--- config.mk ---
export PLATFORM = sky130hd
export DESIGN_NAME = uart_stream_ctrl
export DESIGN_NICKNAME = d
export VERILOG_FILES = /design/src/rtl/uart_stream_ctrl_pkg.sv /design/src/rtl/uart_stream_ctrl_reg_arb.sv /design/src/rtl/uart_stream_ctrl.sv
export SDC_FILE = /design/constraint.sdc
export NUM_CORES = 1
export LEC_CHECK = 0
export ABC_AREA = 0
export ABC_CLOCK_PERIOD_IN_PS = 2400
export CAP_MARGIN = 0
export CORE_MARGIN = 2
export CORE_UTILIZATION = 30
export DETAILED_ROUTE_END_ITERATION = 8
export PLACE_DENSITY = 0.82
export SLEW_MARGIN = 10
export SYNTH_ARGS = -nofsm -noshare
export SYNTH_HDL_FRONTEND = slang
export SYNTH_SLANG_ARGS = --single-unit
--- constraint.sdc ---
create_clock -name clk -period 2.4 [get_ports clk]
set_input_delay 0.24 -clock clk [delete_from_list [all_inputs] [get_ports clk]]
set_output_delay 0.24 -clock clk [all_outputs]
set_load 0.02 [all_outputs]
--- src/rtl/uart_stream_ctrl_pkg.sv ---
// Shared register map, STATUS bit positions and stream engine state encoding
// for the UART stream controller slice.
package uart_stream_ctrl_pkg;

    localparam int unsigned REG_CTRL    = 32'd0;
    localparam int unsigned REG_STATUS  = 32'd1;
    localparam int unsigned REG_TX_DATA = 32'd2;
    localparam int unsigned REG_RX_DATA = 32'd3;

    localparam int unsigned STATUS_TX_FULL_BIT  = 32'd1;
    localparam int unsigned STATUS_RX_EMPTY_BIT = 32'd2;

    // CTRL value written on stream start: TX and RX enabled
    localparam int unsigned CTRL_ENABLE_VAL = 32'd3;

    typedef enum logic [2:0] {
        ST_IDLE = 3'd0,
        ST_INIT = 3'd1,
        ST_POLL = 3'd2,
        ST_TXW  = 3'd3,
        ST_RXR  = 3'd4,
        ST_WAIT = 3'd5
    } stream_state_e;

    // States that issue a register access and therefore request the port
    function automatic logic is_access_state(input stream_state_e st);
        logic res;
        case (st)
            ST_INIT, ST_POLL, ST_TXW, ST_RXR: res = 1'b1;
            default:                          res = 1'b0;
        endcase
        return res;
    endfunction

endpackage

--- src/rtl/uart_stream_ctrl_reg_arb.sv ---
// Two-way host-priority arbiter for the UART register port, with a burst
// limit that guarantees the stream engine a slot, plus the access mux.
module uart_stream_ctrl_reg_arb #(
    parameter int DATA_WIDTH     = 32,
    parameter int ADDR_WIDTH     = 4,
    parameter int HOST_BURST_MAX = 4
) (
    input  logic                    clk,
    input  logic                    rst_n,
    input  logic [ADDR_WIDTH-1:0]   host_addr,
    input  logic [DATA_WIDTH-1:0]   host_wdata,
    input  logic [DATA_WIDTH/8-1:0] host_wstrb,
    input  logic                    host_wen,
    input  logic                    host_ren,
    output logic                    host_ready,
    output logic [DATA_WIDTH-1:0]   host_rdata,
    output logic                    host_error,
    input  logic                    stream_req,
    input  logic [ADDR_WIDTH-1:0]   stream_addr,
    input  logic [DATA_WIDTH-1:0]   stream_wdata,
    input  logic [DATA_WIDTH/8-1:0] stream_wstrb,
    input  logic                    stream_wen,
    output logic                    stream_gnt,
    output logic [ADDR_WIDTH-1:0]   reg_addr,
    output logic [DATA_WIDTH-1:0]   reg_wdata,
    output logic [DATA_WIDTH/8-1:0] reg_wstrb,
    output logic                    reg_wen,
    output logic                    reg_ren,
    input  logic [DATA_WIDTH-1:0]   reg_rdata,
    input  logic                    reg_error
);

    localparam int BURST_W = $clog2(HOST_BURST_MAX + 1);
    localparam logic [BURST_W-1:0] BURST_MAX = BURST_W'(HOST_BURST_MAX);

    logic               host_req_s;
    logic               host_gnt_s;
    logic [BURST_W-1:0] burst_cnt_r;

    assign host_req_s = host_wen | host_ren;

    // Grant decision: stream wins when host is idle or the host burst is used up
    always_comb begin
        stream_gnt = stream_req && ((burst_cnt_r == BURST_MAX) || !host_req_s);
        host_gnt_s = host_req_s && !stream_gnt;
    end

    // Register port mux; write takes precedence so wen/ren are never both high
    always_comb begin
        reg_addr  = '0;
        reg_wdata = '0;
        reg_wstrb = '0;
        reg_wen   = 1'b0;
        reg_ren   = 1'b0;
        if (stream_gnt) begin
            reg_addr  = stream_addr;
            reg_wdata = stream_wdata;
            reg_wstrb = stream_wstrb;
            reg_wen   = stream_wen;
            reg_ren   = !stream_wen;
        end else if (host_gnt_s) begin
            reg_addr  = host_addr;
            reg_wdata = host_wdata;
            reg_wstrb = host_wstrb;
            reg_wen   = host_wen;
            reg_ren   = host_ren && !host_wen;
        end else begin
            reg_addr  = '0;
        end
    end

    // Host response forwarding, zero when the host is not served
    always_comb begin
        host_ready = host_gnt_s;
        if (host_gnt_s) begin
            host_rdata = reg_rdata;
            host_error = reg_error;
        end else begin
            host_rdata = '0;
            host_error = 1'b0;
        end
    end

    // Consecutive host grants seen while the stream engine waits
    always_ff @(posedge clk or negedge rst_n) begin
        if (!rst_n) begin
            burst_cnt_r <= '0;
        end else if (stream_gnt || !stream_req) begin
            burst_cnt_r <= '0;
        end else if (host_gnt_s && (burst_cnt_r != BURST_MAX)) begin
            burst_cnt_r <= burst_cnt_r + BURST_W'(1'b1);
        end
    end

endmodule

--- src/rtl/uart_stream_ctrl.sv ---
// UART register-port sequencer: host access plus a polling stream engine moving
// bytes between tx/rx streams and TX_DATA/RX_DATA. UART_STREAM_TIMEOUT_EN adds tx_timeout.
module uart_stream_ctrl
    import uart_stream_ctrl_pkg::*;
#(
    parameter int DATA_WIDTH     = 32,
    parameter int ADDR_WIDTH     = 4,
    parameter int HOST_BURST_MAX = 4,
    parameter int POLL_GAP       = 8,
    parameter int TIMEOUT_POLLS  = 255
) (
    input  logic                    clk,
    input  logic                    rst_n,
    input  logic [ADDR_WIDTH-1:0]   host_addr,
    input  logic [DATA_WIDTH-1:0]   host_wdata,
    input  logic [DATA_WIDTH/8-1:0] host_wstrb,
    input  logic                    host_wen,
    input  logic                    host_ren,
    output logic                    host_ready,
    output logic [DATA_WIDTH-1:0]   host_rdata,
    output logic                    host_error,
    output logic [ADDR_WIDTH-1:0]   reg_addr,
    output logic [DATA_WIDTH-1:0]   reg_wdata,
    output logic [DATA_WIDTH/8-1:0] reg_wstrb,
    output logic                    reg_wen,
    output logic                    reg_ren,
    input  logic [DATA_WIDTH-1:0]   reg_rdata,
    input  logic                    reg_error,
    input  logic                    stream_en,
    input  logic [7:0]              tx_data,
    input  logic                    tx_valid,
    output logic                    tx_ready,
    output logic [7:0]              rx_data,
    output logic                    rx_valid,
    input  logic                    rx_ready,
    output logic                    tx_timeout
);

    localparam int STRB_W = DATA_WIDTH / 8;
    localparam int GAP_W  = $clog2(POLL_GAP + 1);

    stream_state_e           state_r;
    logic                    stream_en_d_r;
    logic                    toggle_r;
    logic [GAP_W-1:0]        gap_cnt_r;
    logic                    stream_req_s;
    logic                    stream_gnt_s;
    logic                    stream_wen_s;
    logic [ADDR_WIDTH-1:0]   stream_addr_s;
    logic [DATA_WIDTH-1:0]   stream_wdata_s;
    logic [STRB_W-1:0]       stream_wstrb_s;
    logic                    tx_full_s;
    logic                    rx_empty_s;
    logic                    can_tx_s;
    logic                    can_rx_s;
    logic                    en_rise_s;

    assign en_rise_s  = stream_en & ~stream_en_d_r;
    assign tx_full_s  = reg_rdata[STATUS_TX_FULL_BIT];
    assign rx_empty_s = reg_rdata[STATUS_RX_EMPTY_BIT];
    // rx_valid blocks RX so the held byte is never overwritten
    assign can_tx_s   = tx_valid & ~tx_full_s;
    assign can_rx_s   = ~rx_empty_s & ~rx_valid;
    assign tx_ready   = stream_gnt_s && (state_r == ST_TXW);

    // Stream engine access request; gated by stream_en so a disable issues nothing new
    always_comb begin
        stream_req_s   = stream_en && is_access_state(state_r);
        stream_wen_s   = 1'b0;
        stream_addr_s  = '0;
        stream_wdata_s = '0;
        stream_wstrb_s = '0;
        case (state_r)
            ST_INIT: begin
                stream_wen_s   = 1'b1;
                stream_addr_s  = ADDR_WIDTH'(REG_CTRL);
                stream_wdata_s = DATA_WIDTH'(CTRL_ENABLE_VAL);
                stream_wstrb_s = STRB_W'(1'b1);
            end
            ST_POLL: stream_addr_s = ADDR_WIDTH'(REG_STATUS);
            ST_TXW: begin
                stream_wen_s   = 1'b1;
                stream_addr_s  = ADDR_WIDTH'(REG_TX_DATA);
                stream_wdata_s = DATA_WIDTH'(tx_data);
                stream_wstrb_s = STRB_W'(1'b1);
            end
            ST_RXR:  stream_addr_s = ADDR_WIDTH'(REG_RX_DATA);
            default: stream_addr_s = '0;
        endcase
    end

    uart_stream_ctrl_reg_arb #(
        .DATA_WIDTH     (DATA_WIDTH),
        .ADDR_WIDTH     (ADDR_WIDTH),
        .HOST_BURST_MAX (HOST_BURST_MAX)
    ) u_arb (
        .clk          (clk),
        .rst_n        (rst_n),
        .host_addr    (host_addr),
        .host_wdata   (host_wdata),
        .host_wstrb   (host_wstrb),
        .host_wen     (host_wen),
        .host_ren     (host_ren),
        .host_ready   (host_ready),
        .host_rdata   (host_rdata),
        .host_error   (host_error),
        .stream_req   (stream_req_s),
        .stream_addr  (stream_addr_s),
        .stream_wdata (stream_wdata_s),
        .stream_wstrb (stream_wstrb_s),
        .stream_wen   (stream_wen_s),
        .stream_gnt   (stream_gnt_s),
        .reg_addr     (reg_addr),
        .reg_wdata    (reg_wdata),
        .reg_wstrb    (reg_wstrb),
        .reg_wen      (reg_wen),
        .reg_ren      (reg_ren),
        .reg_rdata    (reg_rdata),
        .reg_error    (reg_error)
    );

    // Stream engine FSM; every state change except WAIT countdown needs a grant
    always_ff @(posedge clk or negedge rst_n) begin
        if (!rst_n) begin
            state_r       <= ST_IDLE;
            stream_en_d_r <= 1'b0;
            toggle_r      <= 1'b0;
            gap_cnt_r     <= '0;
            rx_valid      <= 1'b0;
            rx_data       <= 8'h00;
        end else begin
            stream_en_d_r <= stream_en;
            if (rx_valid && rx_ready) begin
                rx_valid <= 1'b0;
            end
            if (!stream_en) begin
                state_r <= ST_IDLE;
            end else begin
                case (state_r)
                    ST_IDLE: if (en_rise_s) state_r <= ST_INIT;
                    ST_INIT: if (stream_gnt_s) state_r <= ST_POLL;
                    ST_POLL: begin
                        if (stream_gnt_s) begin
                            if (can_tx_s && can_rx_s) begin
                                toggle_r <= ~toggle_r;
                                state_r  <= toggle_r ? ST_RXR : ST_TXW;
                            end else if (can_tx_s) begin
                                state_r <= ST_TXW;
                            end else if (can_rx_s) begin
                                state_r <= ST_RXR;
                            end else begin
                                state_r   <= ST_WAIT;
                                gap_cnt_r <= GAP_W'(POLL_GAP);
                            end
                        end
                    end
                    ST_TXW: if (stream_gnt_s) state_r <= ST_POLL;
                    ST_RXR: begin
                        if (stream_gnt_s) begin
                            state_r <= ST_POLL;
                            // an errored read drops the byte rather than offer garbage
                            if (!reg_error) begin
                                rx_data  <= reg_rdata[7:0];
                                rx_valid <= 1'b1;
                            end
                        end
                    end
                    ST_WAIT: begin
                        if (gap_cnt_r > GAP_W'(1'b1)) begin
                            gap_cnt_r <= gap_cnt_r - GAP_W'(1'b1);
                        end else begin
                            state_r <= ST_POLL;
                        end
                    end
                    default: state_r <= ST_IDLE;
                endcase
            end
        end
    end

`ifdef UART_STREAM_TIMEOUT_EN
    localparam int BLK_W = $clog2(TIMEOUT_POLLS + 1);
    localparam logic [BLK_W-1:0] BLK_MAX = BLK_W'(TIMEOUT_POLLS);

    logic [BLK_W-1:0] blk_cnt_r;
    logic             tx_timeout_r;
    logic             en_fall_s;

    assign en_fall_s  = ~stream_en & stream_en_d_r;
    assign tx_timeout = tx_timeout_r;

    // Blocked-poll counter and sticky timeout flag
    always_ff @(posedge clk or negedge rst_n) begin
        if (!rst_n) begin
            blk_cnt_r    <= '0;
            tx_timeout_r <= 1'b0;
        end else if (en_fall_s) begin
            blk_cnt_r    <= '0;
            tx_timeout_r <= 1'b0;
        end else if (stream_gnt_s && (state_r == ST_TXW)) begin
            blk_cnt_r <= '0;
        end else if (stream_gnt_s && (state_r == ST_POLL) && tx_valid && tx_full_s) begin
            if (blk_cnt_r != BLK_MAX) begin
                blk_cnt_r <= blk_cnt_r + BLK_W'(1'b1);
            end
            if (blk_cnt_r >= (BLK_MAX - BLK_W'(1'b1))) begin
                tx_timeout_r <= 1'b1;
            end
        end
    end
`else
    localparam int timeout_polls_unused = TIMEOUT_POLLS;
    assign tx_timeout = 1'b0;
`endif

endmodule
==> summary by stage <==
Outcome
The flow ran to the end, and the final reports show no timing, DRC or antenna violations.

Final layout
The final cell utilization of the core is 61.1%. The area growth from synthesis to final layout is 93.7%. After the last flow step, the layout net total stands at 481. Cells with a size suffix above 1 make up 26.3% of the layout. The antenna diode count is 0. The finished cells cover 3410 µm².

Synth
In this run, synthesis produced a sequential element count of 21. The largest total area in the synthesized netlist belongs to sky130_fd_sc_hd__dfrtp_1. Counting every net in the synthesized netlist gives 299.

The average instance in the mapped netlist occupies 8.50 µm². The number of warning messages in the yosys log is 0. The count of mapped cells out of synthesis is 207.

The share of the yosys chip area belonging to registers is 29.9%. The total standard cell area after synthesis is 1760 µm². In the synthesized netlist the async set-or-reset flop fraction comes to 100%. Among all flip-flop cells after synthesis, the most frequent one is sky130_fd_sc_hd__dfrtp_1.

The top cell type by area accounts for 29.9% of the synthesized area. The post-synthesis cell type count is 44. The number of flops mapped to enable cells by yosys is 0. After synthesis, the cell types taking the most area are sky130_fd_sc_hd__dfrtp_1 (30%), sky130_fd_sc_hd__and2_1 (22%), sky130_fd_sc_hd__mux2_4 (6.8%).

Floorplanning
The placeable core region is 5570 µm². The die area is 6490 µm². The width of the chip is 80.6 µm. In this run the core area contains 27 standard-cell rows. Once the floorplan was initialized, standard cells occupied 31.6% of the core. The count of boundary I/O pins is 175. The vertical die dimension is 80.6 µm.

Route
The routed length per placed instance is 17.4 µm. After detailed routing, the total wire length is 8.01 mm. The remaining number of nets flagged by the antenna check after routing is 0. The first-pass iteration count of the detailed router is 4.

After detailed routing, the number of vias per cell comes to 4.63. For this block, the via count after detailed routing is 2131. The remaining routing DRC violations is 0.

The detailed router finished its first iteration with 71 violations.

Worst setup path
The number of buffer and inverter instances along the worst setup path is 2. The worst setup path is captured at an output pin. The maximum single-stage delay on the critical path is 0.44 ns. The endpoint required time on the critical path is 2.16 ns. The critical path is of the flop to output pin type.

The cell family contributing the most delay on the critical path is buffers and inverters. The worst setup path is launched from a flop. The slowest stage of the critical path is the sky130_fd_sc_hd__or3_1 cell.

Data on the critical path arrives at its endpoint at 2.08 ns. Traced cell by cell, the critical path runs through or3_1 -> a41oi_4 -> buf_4 -> nand2_1 -> o21ai_0 -> dlygate4sd2_1. In this run the worst path has a maximum fanout of 9.

Placed design
The placed cell area is 3630 µm². The post-detailed-placement half-perimeter wirelength is 6.39 mm. Buffers placed on the I/O ports in this run total 173. Routability-driven placement finished with a final weighted congestion of 0.825.

Min path
The kind of path behind the tightest hold check is input pin to async pin.

Clock network
The TritonCTS buffer count is 3. The cell at the root of the clock tree is sky130_fd_sc_hd__clkbuf_8. Counting every sink on the clock net gives 21. The clock reaches the later pin of the worst-skew pair after 0.26 ns. The CTS tree is done. In this run the number of H-tree levels came out at 1. The maximum clock path buffer count is 2. The clock-pin slew reported for the worst setup and hold paths after clock tree synthesis is 0.08 ns.

GRT
For this run the aggregate overflow at the end of global routing stands at 0. The wire length of the first global-routing pass is 11.0 mm. The via count of the first global-routing pass is 2086.

In the global route stage, overall resource usage came out at 22.4%. The initial antenna violation count is 0. Entering global routing, the biggest net connects 66 pins.

Power
The power density relative to cell area is 358 nW/µm². Power comes to 1220 µW. The peak supply drop is 0.307 mV. Summed over all cells, the static leakage comes to 0.00164 µW.

STA
The number of setup violations in the final report is 0. The portion of the clock cycle consumed by the worst path in the final layout is 96.6%. The number of max-slew violations in the final report is 0. Setup repair after global routing left no endpoint under its margin.

For the pin with the worst max-slew slack, the measured transition is 0.958 ns. Derived from the worst setup path, the maximum achievable clock frequency is 431 MHz. The final number of hold-violating endpoints is 0. Clock skew on the completed layout was measured at 0.00124 ns. The worst pin sits at a relative slew slack of 35.3%. The shortest period the worst path allows is 2.32 ns.

Job
The max-capacitance violation count is 0.
cell type report:
class                   instances  area [µm²]
inverters                      10        37.5
multi-input cells             162        1140
flip-flops and latches         21         526
repair buffers                191        1570
fillers                       530        2170
well taps                      72        90.1
clock buffers                   4        45.0
sequential cells by signal (all words and copies together), names as in the netlist:
| signal | flops |
|---|---|
| toggle_r | 1 |
| state_r | 3 |
| u_arb.burst_cnt_r | 3 |
| rx_valid | 1 |
| rx_data | 8 |
| stream_en_d_r | 1 |
| gap_cnt_r | 4 |
per-stage QoR:
step                      std cells  setup TNS [ns]  setup slack, ns  hold WS [ns]
after floorplan                 207               0            0.375       -0.0556
after global placement          452           -1.88          -0.0483         0.446
after detailed placement        452           -3.49          -0.0863         0.473
after CTS                       456               0          0.00498         0.325
after global routing            460               0          0.00601         0.337
final                           460               0           0.0808         0.320
cell usage after synthesis, types with 2 or more instances:
cell type                  number
sky130_fd_sc_hd__a22o_1         7
sky130_fd_sc_hd__nand2_1        8
sky130_fd_sc_hd__clkbuf_1       5
sky130_fd_sc_hd__o221ai_1       2
sky130_fd_sc_hd__inv_1         10
sky130_fd_sc_hd__o21ai_0        9
sky130_fd_sc_hd__nand2b_1       4
sky130_fd_sc_hd__nor2b_1        4
sky130_fd_sc_hd__a21oi_1        4
sky130_fd_sc_hd__a31o_2         2
sky130_fd_sc_hd__buf_2          5
sky130_fd_sc_hd__nor4_1         2
sky130_fd_sc_hd__mux2_4         8
sky130_fd_sc_hd__nand4_1        2
sky130_fd_sc_hd__nand3_1        3
sky130_fd_sc_hd__nor2_1        15
sky130_fd_sc_hd__dfrtp_1       21
sky130_fd_sc_hd__ha_1           4
sky130_fd_sc_hd__a31oi_1        2
sky130_fd_sc_hd__nor3_1         2
sky130_fd_sc_hd__and2_1        63
sky130_fd_sc_hd__buf_4          3
repair_timing:
action,CTS,global route
endpoints found under the setup margin,75,66
resized for setup,76,129
hold endpoints to repair,0,0
setup buffers,0,2
hold buffers,0,0
pin swaps,0,1
gates cloned,0,2
metal layers:
metal | share of wire (%) | GRT usage (%) | routed length [µm]
met1 | 38 | 25.3 | 3020
met2 | 52 | 41.4 | 4170
met3 | 8.4 | 6.18 | 670
met4 | 1.9 | 4.92 | 149
met5 | 0 | 0 | 0
cells in the final DEF, fill, tap and decap left out, types with 3 or more instances in the layout:
cell / count
sky130_fd_sc_hd__dlygate4sd2_1: 10
sky130_fd_sc_hd__buf_4: 17
sky130_fd_sc_hd__clkbuf_2: 63
sky130_fd_sc_hd__a21oi_1: 4
sky130_fd_sc_hd__o21ai_0: 8
sky130_fd_sc_hd__a22o_1: 7
sky130_fd_sc_hd__nor2_1: 15
sky130_fd_sc_hd__nor2b_1: 4
sky130_fd_sc_hd__mux2_4: 8
sky130_fd_sc_hd__and2_1: 63
sky130_fd_sc_hd__dfrtp_1: 21
sky130_fd_sc_hd__nand3_1: 3
sky130_fd_sc_hd__ha_1: 4
sky130_fd_sc_hd__clkbuf_8: 3
sky130_fd_sc_hd__nand2b_1: 4
sky130_fd_sc_hd__clkdlybuf4s50_1: 96
sky130_fd_sc_hd__nand2_1: 8
sky130_fd_sc_hd__inv_1: 10
kinds of logic after synthesis:
logic type | synth area share (%)
xor+xnor | 0.996
fa+ha+maj | 2.85
buf+inv | 6.54
compound gates | 16.3
other cells | 0.213
simple gates | 36.4
mux | 6.83
flops | 29.9
where the power goes:
part	internal, µW	switching [µW]
combinational	303	304
sequential	366	9.56
clock	118	117
worst paths after layout:
path	from	to	slack, ns	depth (start not counted)
worst max-delay path	state_r[1]$_DFFE_PN0P_	reg_addr[1]	0.08	6
worst min-delay path	rst_n	u_arb.burst_cnt_r[0]$_DFFE_PN0P_	0.32	2
worst max register to register	u_arb.burst_cnt_r[0]$_DFFE_PN0P_	gap_cnt_r[1]$_DFFE_PN0P_	0.21	8
worst min register to register	u_arb.burst_cnt_r[0]$_DFFE_PN0P_	u_arb.burst_cnt_r[0]$_DFFE_PN0P_	0.48	1
max in group asynchronous	rst_n	rx_data[2]$_DFFE_PN0P_	1.85	2
min in group clk	u_arb.burst_cnt_r[0]$_DFFE_PN0P_	u_arb.burst_cnt_r[0]$_DFFE_PN0P_	0.48	1
Note: power is estimated with default switching activity, not from simulation.
